File: src/rtl/ro_pkg.sv
// ro_pkg: shared constants and helper functions for the sequential readout mux.
package ro_pkg;
    localparam int N_CH_DEF  = 8;
    localparam int W_DEF     = 2;
    localparam int CNT_W_DEF = 19;

    function automatic int clog2(input int v);
        int r;
        r = 0;
        while ((1 << r) < v) r++;
        return (r < 1) ? 1 : r;
    endfunction

    // Priority encoder: index of the lowest 0 bit among the low n bits, n-1 if all ones.
    function automatic int lowest_zero(input logic [63:0] v, input int n);
        int r;
        r = n - 1;
        for (int i = 63; i >= 0; i--)
            if (i < n && !v[i]) r = i;
        return r;
    endfunction
endpackage

File: src/rtl/ro_seq_mux_if.sv
// ro_seq_mux_if: control, channel data and readout bus of the sequential readout mux.
interface ro_seq_mux_if
    import ro_pkg::*;
#(
    parameter int N_CH  = N_CH_DEF,
    parameter int W     = W_DEF,
    parameter int CNT_W = CNT_W_DEF,
    parameter int CH_W  = clog2(N_CH)
);
    logic              en;
    logic              sparse;
    logic [N_CH-1:0]   ch_mask;
    logic [N_CH*W-1:0] in_data;
    logic [W-1:0]      out_data;
    logic [CH_W-1:0]   out_ch;
    logic              out_valid;
    logic              frame;
    logic [CNT_W-1:0]  gray;

    modport master (
        output en, sparse, ch_mask, in_data,
        input  out_data, out_ch, out_valid, frame, gray
    );

    modport slave (
        input  en, sparse, ch_mask, in_data,
        output out_data, out_ch, out_valid, frame, gray
    );
endinterface

File: src/rtl/ro_slot_gray_cnt.sv
// ro_slot_gray_cnt: binary/gray slot counter reporting which gray bit toggles on the next increment.
module ro_slot_gray_cnt
    import ro_pkg::*;
#(
    parameter int N_CH  = N_CH_DEF,
    parameter int CNT_W = CNT_W_DEF,
    parameter int CH_W  = clog2(N_CH)
) (
    input  logic             clk,
    input  logic             rst,
    input  logic             en,
    output logic [CNT_W-1:0] gray,
    output logic [CH_W-1:0]  k,
    output logic             k_valid,
    output logic             wrap
);
    logic [CNT_W-1:0] b;
    logic [CNT_W-1:0] b_nxt;
    int               kk;

    assign b_nxt = b + 1'b1;

    always_ff @(posedge clk) begin
        if (rst) begin
            b    <= '0;
            gray <= '0;
        end else if (en) begin
            b    <= b_nxt;
            gray <= b_nxt ^ (b_nxt >> 1);
        end
    end

    // k is only meaningful as a channel index when k_valid is set.
    always_comb begin
        kk      = lowest_zero(64'(b), CNT_W);
        k       = CH_W'(kk);
        k_valid = kk < N_CH;
        wrap    = &b;
    end
endmodule

File: src/rtl/ro_seq_mux.sv
// ro_seq_mux: time-multiplexed registered readout of N_CH cores on octave-spaced gray slots.
module ro_seq_mux
    import ro_pkg::*;
#(
    parameter int N_CH  = N_CH_DEF,
    parameter int W     = W_DEF,
    parameter int CNT_W = CNT_W_DEF,
    parameter int CH_W  = clog2(N_CH)
) (
    input logic          clk_master,
    input logic          reset,
    ro_seq_mux_if.slave  bus
);
    logic [CH_W-1:0] k;
    logic            k_valid;
    logic            wrap;
    logic [W-1:0]    d;
    logic            hit;
    logic [W-1:0]    last [N_CH];

    ro_slot_gray_cnt #(.N_CH(N_CH), .CNT_W(CNT_W), .CH_W(CH_W)) u_cnt (
        .clk     (clk_master),
        .rst     (reset),
        .en      (bus.en),
        .gray    (bus.gray),
        .k       (k),
        .k_valid (k_valid),
        .wrap    (wrap)
    );

    // Idle slots (k beyond the last channel) never hit, so k is only dereferenced when valid.
    always_comb begin
        d   = k_valid ? bus.in_data[k*W +: W] : '0;
        hit = k_valid && bus.ch_mask[k] && (!bus.sparse || d != last[k]);
    end

    always_ff @(posedge clk_master) begin
        if (reset) begin
            bus.out_valid <= 1'b0;
            bus.out_data  <= '0;
            bus.out_ch    <= '0;
            bus.frame     <= 1'b0;
            for (int i = 0; i < N_CH; i++) last[i] <= '0;
        end else begin
            bus.out_valid <= bus.en && hit;
            bus.frame     <= bus.en && wrap;
            if (bus.en && hit) begin
                bus.out_data <= d;
                bus.out_ch   <= k;
                last[k]      <= d;
            end
        end
    end
endmodule

File: src/flat_wrapper.sv
// flat-port wrapper written by rule: the top's interface ports become plain ports
module ro_seq_mux_flat import ro_pkg::*;
#(
    parameter int N_CH  = N_CH_DEF,
    parameter int W     = W_DEF,
    parameter int CNT_W = CNT_W_DEF,
    parameter int CH_W  = clog2(N_CH)
)
  (clk_master, reset, bus_en, bus_sparse, bus_ch_mask, bus_in_data, bus_out_data, bus_out_ch, bus_out_valid, bus_frame, bus_gray);
  ro_seq_mux_if #(.N_CH(N_CH), .W(W), .CNT_W(CNT_W), .CH_W(CH_W)) bus_i ();
  input logic clk_master;
  input logic reset;
  input wire logic [$bits(bus_i.en)-1:0] bus_en;
  input wire logic [$bits(bus_i.sparse)-1:0] bus_sparse;
  input wire logic [$bits(bus_i.ch_mask)-1:0] bus_ch_mask;
  input wire logic [$bits(bus_i.in_data)-1:0] bus_in_data;
  output wire logic [$bits(bus_i.out_data)-1:0] bus_out_data;
  output wire logic [$bits(bus_i.out_ch)-1:0] bus_out_ch;
  output wire logic [$bits(bus_i.out_valid)-1:0] bus_out_valid;
  output wire logic [$bits(bus_i.frame)-1:0] bus_frame;
  output wire logic [$bits(bus_i.gray)-1:0] bus_gray;
  assign bus_i.en = bus_en;
  assign bus_i.sparse = bus_sparse;
  assign bus_i.ch_mask = bus_ch_mask;
  assign bus_i.in_data = bus_in_data;
  assign bus_out_data = bus_i.out_data;
  assign bus_out_ch = bus_i.out_ch;
  assign bus_out_valid = bus_i.out_valid;
  assign bus_frame = bus_i.frame;
  assign bus_gray = bus_i.gray;
  ro_seq_mux #(.N_CH(N_CH), .W(W), .CNT_W(CNT_W), .CH_W(CH_W)) u_core (.clk_master(clk_master), .reset(reset), .bus(bus_i));
endmodule
File: config.mk
export PLATFORM = sky130hd
export DESIGN_NAME = ro_seq_mux_flat
export DESIGN_NICKNAME = d
export VERILOG_FILES = /design/src/rtl/ro_pkg.sv /design/src/rtl/ro_seq_mux_if.sv /design/src/rtl/ro_slot_gray_cnt.sv /design/src/rtl/ro_seq_mux.sv /design/src/flat_wrapper.sv
export SDC_FILE = /design/constraint.sdc
export NUM_CORES = 1
export LEC_CHECK = 0
export ABC_AREA = 1
export BUFFER_PORTS_ARGS = -buffer_cell sky130_fd_sc_hd__buf_2
export CAP_MARGIN = 20
export CORE_MARGIN = 3
export CORE_UTILIZATION = 50
export CTS_BUF_LIST = sky130_fd_sc_hd__clkbuf_4 sky130_fd_sc_hd__clkbuf_8 sky130_fd_sc_hd__clkbuf_16
export DETAILED_ROUTE_END_ITERATION = 16
export PLACE_DENSITY = 0.71
export SLEW_MARGIN = 30
export SYNTH_ARGS = -nofsm -noshare
export SYNTH_HDL_FRONTEND = slang
export SYNTH_HIERARCHICAL = 1
export SYNTH_SLANG_ARGS = --single-unit
export TNS_END_PERCENT = 5
File: constraint.sdc
create_clock -name clk_master -period 6.8 [get_ports clk_master]
set_input_delay 0.34 -clock clk_master [delete_from_list [all_inputs] [get_ports clk_master]]
set_output_delay 0.34 -clock clk_master [all_outputs]
set_load 0.01 [all_outputs]
==> qor.csv <==
stage,metric,value,unit
hold_path,hp-start,bus_en,
run_status,outcome,finished clean,
global_route,antenna_found_initial,0,
placed_design,dp_slack,2.77,ns
yosys,synth_seq_area_share,0.370,
sta,final_hold_viol_count,0,
clocking,numCtsBuffers,9,
global_route,grt_pass1_wl,14200,µm
yosys,syn_area,3680,µm²
sta,fmax,0.261,GHz
yosys,synth.area.top_cells,"dfxtp_1, nand2_1, edfxtp_1",
floorplanning,core-area,6940,µm²
floorplanning,pin_count,54,
critical_path,end_kind,flip-flop,
hold_path,worstHoldPathCells,3,
sta,relSlewSlack,0.367,
detailed_routing,drt-pass1-iter-count,6,
floorplanning,row_count,30,
critical_path,startpoint,u_core/u_cnt/b[16],
clocking,holdBufCountCts,0,
yosys,yosysWarnings,6,
clocking,root_buffer,clkbuf_8,
yosys,synth_edf_count,16,
floorplanning,fp.dieH,91.7,µm
clocking,cts_setup_buffers,0,
power_and_ir_drop,p_leak,0.00185,µW
global_route,grt_pass1_vias,3033,
detailed_routing,num_vias,3377,
critical_path,cp-start-kind,flip-flop,
yosys,ys_types,41,
yosys,async_flop_share,0,
final_layout,drive_above_1_share,0.213,
detailed_routing,drt-wirelength-per-cell,12.6,µm
sta,period_needed,3.84,ns
critical_path,reg2reg_from,u_core/u_cnt/b[16],
yosys,syn_avg_cell_area,7.08,µm²
critical_path,rr_endpoint,u_core/last[3][0],
sta,fin_hold_ws,0.423,ns
power_and_ir_drop,p_per_area,189,nW/µm²
yosys,synthCells,519,
detailed_routing,via_per_inst,5.09,
yosys,syn-num-nets,548,
final_layout,n_fill_cell,680,
critical_path,r2r_setup_slack,2.96,ns
critical_path,critPathRequiredTime,6.85,ns
power_and_ir_drop,fin_total_pwr,778,µW
final_layout,area_growth,12.1,%
sta,setup_slack,2.96,ns
clocking,clockBufferDepth,2,
clocking,postCtsResizedCells,0,
final_layout,fin_nets,592,
global_route,grt_max_degree,47,
yosys,yosys_register_bits,60,
sta,tightest_slew,0.949,ns
clocking,worstSkewPairLatency,0.34,ns
sta,setup_violations,0,
placed_design,gp_congestion,0.907,
clocking,cts_tree,built,
detailed_routing,postRouteWirelength,8370,µm
yosys,yosys.area.top_type,dfxtp_1,
floorplanning,dieArea,8420,µm²
yosys,synthFlopType,dfxtp_1,
yosys,synth_top_area_share,0.240,
detailed_routing,first_iter_violations,262,
sta,final.setup_skew,0.00965,ns
critical_path,ff2ff_path_depth,27,
placed_design,hpwl,5890,µm
global_route,grt_overflow,0,
global_route,track_usage,0.207,
clocking,htreeDepth,3,
yosys,synth_commonest_cells,"nand2_1, inv_1, nor2_1",
sta,rsz0062_at_grt,false,
floorplanning,fp.dieW,91.7,µm
critical_path,cp_max_fo,23,
critical_path,cp.arrival,3.89,ns
placed_design,port_buffers,53,
job,cap_violations,0,
clocking,clock_sinks,60,
critical_path,critPathKind,flip-flop to flip-flop,
detailed_routing,ant_nets,0,
sta,period_share,0.564,
sta,fin_setup_tns,0,ns
clocking,clk_pin_slew,0.07,ns
power_and_ir_drop,vdd_drop_max,0.124,mV
final_layout,diodes,0,
detailed_routing,drc_errors,0,
hold_path,holdCritPathClass,primary input to flip-flop,
hold_path,holdPathEnd,u_core/bus.frame,
floorplanning,start_util,0.529,
yosys,yosysMostFrequentCell,nand2_1,
sta,drv_slew,0,
[registers in the layout, summed over array words and instances (netlist names)]
signal / flops
u_core/bus.out_data: 2
u_core/bus.frame: 1
u_core/bus.out_valid: 1
u_core/u_cnt/b: 18
u_core/bus.out_ch: 3
u_core/u_cnt/gray: 19
u_core/last: 16
[worst max-delay path: stages (launching register included)]
cell and delay [ns]:
dfxtp_1 0.43, nand2_1 0.08, nand2_1 0.06, nand2_1 0.05
nand2_1 0.06, nand2_1 0.04, nand2_1 0.06, nand2_1 0.05
nand2_1 0.06, nand2_1 0.05, nand2_1 0.05, nand2_1 0.05
nand2_1 0.06, nand2_1 0.04, nand2_1 0.06, nand2_1 0.09
a21oi_4 0.52, inv_2 0.32, nand2_1 0.15, nand3_1 0.08
nand2_1 0.14, nor2_1 0.07, nor2_1 0.16, nand2_1 0.09
nand2_2 0.08, nand3_4 0.28, nand4_1 0.24, nand2_1 0.12
[metrics by stage]
stage / cells / utilization / area (µm²)
CTS: 664 / 0.592 / 4110
global route: 664 / 0.593 / 4120
finish: 664 / 0.593 / 4120
global placement: 648 / 0.567 / 3940
floorplan: 519 / - / 3680
detailed placement: 648 / 0.567 / 3940
[layout by cell type (no fill, tap or decap), types with 2 or more instances in the layout]
cell type and n:
a21oi_1 25, a21oi_2 5, a21oi_4 2, a31o_2 3
a31oi_1 10, buf_2 53, clkbuf_8 10, clkinv_2 4
dfxtp_1 44, edfxtp_1 16, inv_1 62, inv_2 7
nand2_1 165, nand2_2 3, nand3_1 21, nand3_2 4
nand3b_1 4, nand4_1 5, nand4_2 3, nand4_4 6
nor2_1 56, nor2_2 10, nor2_4 2, nor3_1 4
o21a_1 2, o21ai_0 17, o21ai_4 2, xnor2_1 5
xor2_1 7
[how the worst max path moves through the flow]
stage | endpoint | cells past startpoint
final | u_core/last[3][0] | 27
after global routing | u_core/last[3][0] | 27
after CTS | u_core/last[5][0] | 27
after detailed placement | u_core/last[3][1] | 27
after global placement | u_core/last[5][0] | 25
after floorplan | u_core/last[0][0] | 24
[area by class of cell]
| class | instances | area (µm²) | share of cell area |
|---|---|---|---|
| Clock inverter | 6 | 37.5 | 0.00911 |
| Clock buffer | 10 | 138 | 0.0334 |
| Tap cell | 96 | 120 | 0.0292 |
| Timing Repair Buffer | 53 | 265 | 0.0644 |
| Multi-Input combinational cell | 369 | 1930 | 0.469 |
| Sequential cell | 60 | 1360 | 0.330 |
| Inverter | 70 | 264 | 0.0641 |
[power breakdown]
group / leakage [µW] / internal, µW / switching [µW]
Sequential: 0.000522 / 375 / 5.69
Clock: 0.0000928 / 141 / 148
Combinational: 0.00124 / 33.9 / 73.0
[routing by layer]
layer / global-route usage / part of all wire / vias to the layer above
li1: - / - / 1750
met1: 0.320 / 0.51 / 1506
met2: 0.283 / 0.41 / 113
met3: 0.0369 / 0.064 / 8
met4: 0.0743 / 0.010 / 0
met5: 0 / 0 / -
[cell families (layout without fill, tap and decap cells)]
group	Yosys count	in the layout	share of synthesized area
buf+inv	90	139	0.107
simple gates	287	287	0.372
flops	60	60	0.370
compound gates	69	69	0.119
xor+xnor	12	12	0.0286
fa+ha+maj	1	1	0.00340
(Power assumes the default switching activity.)
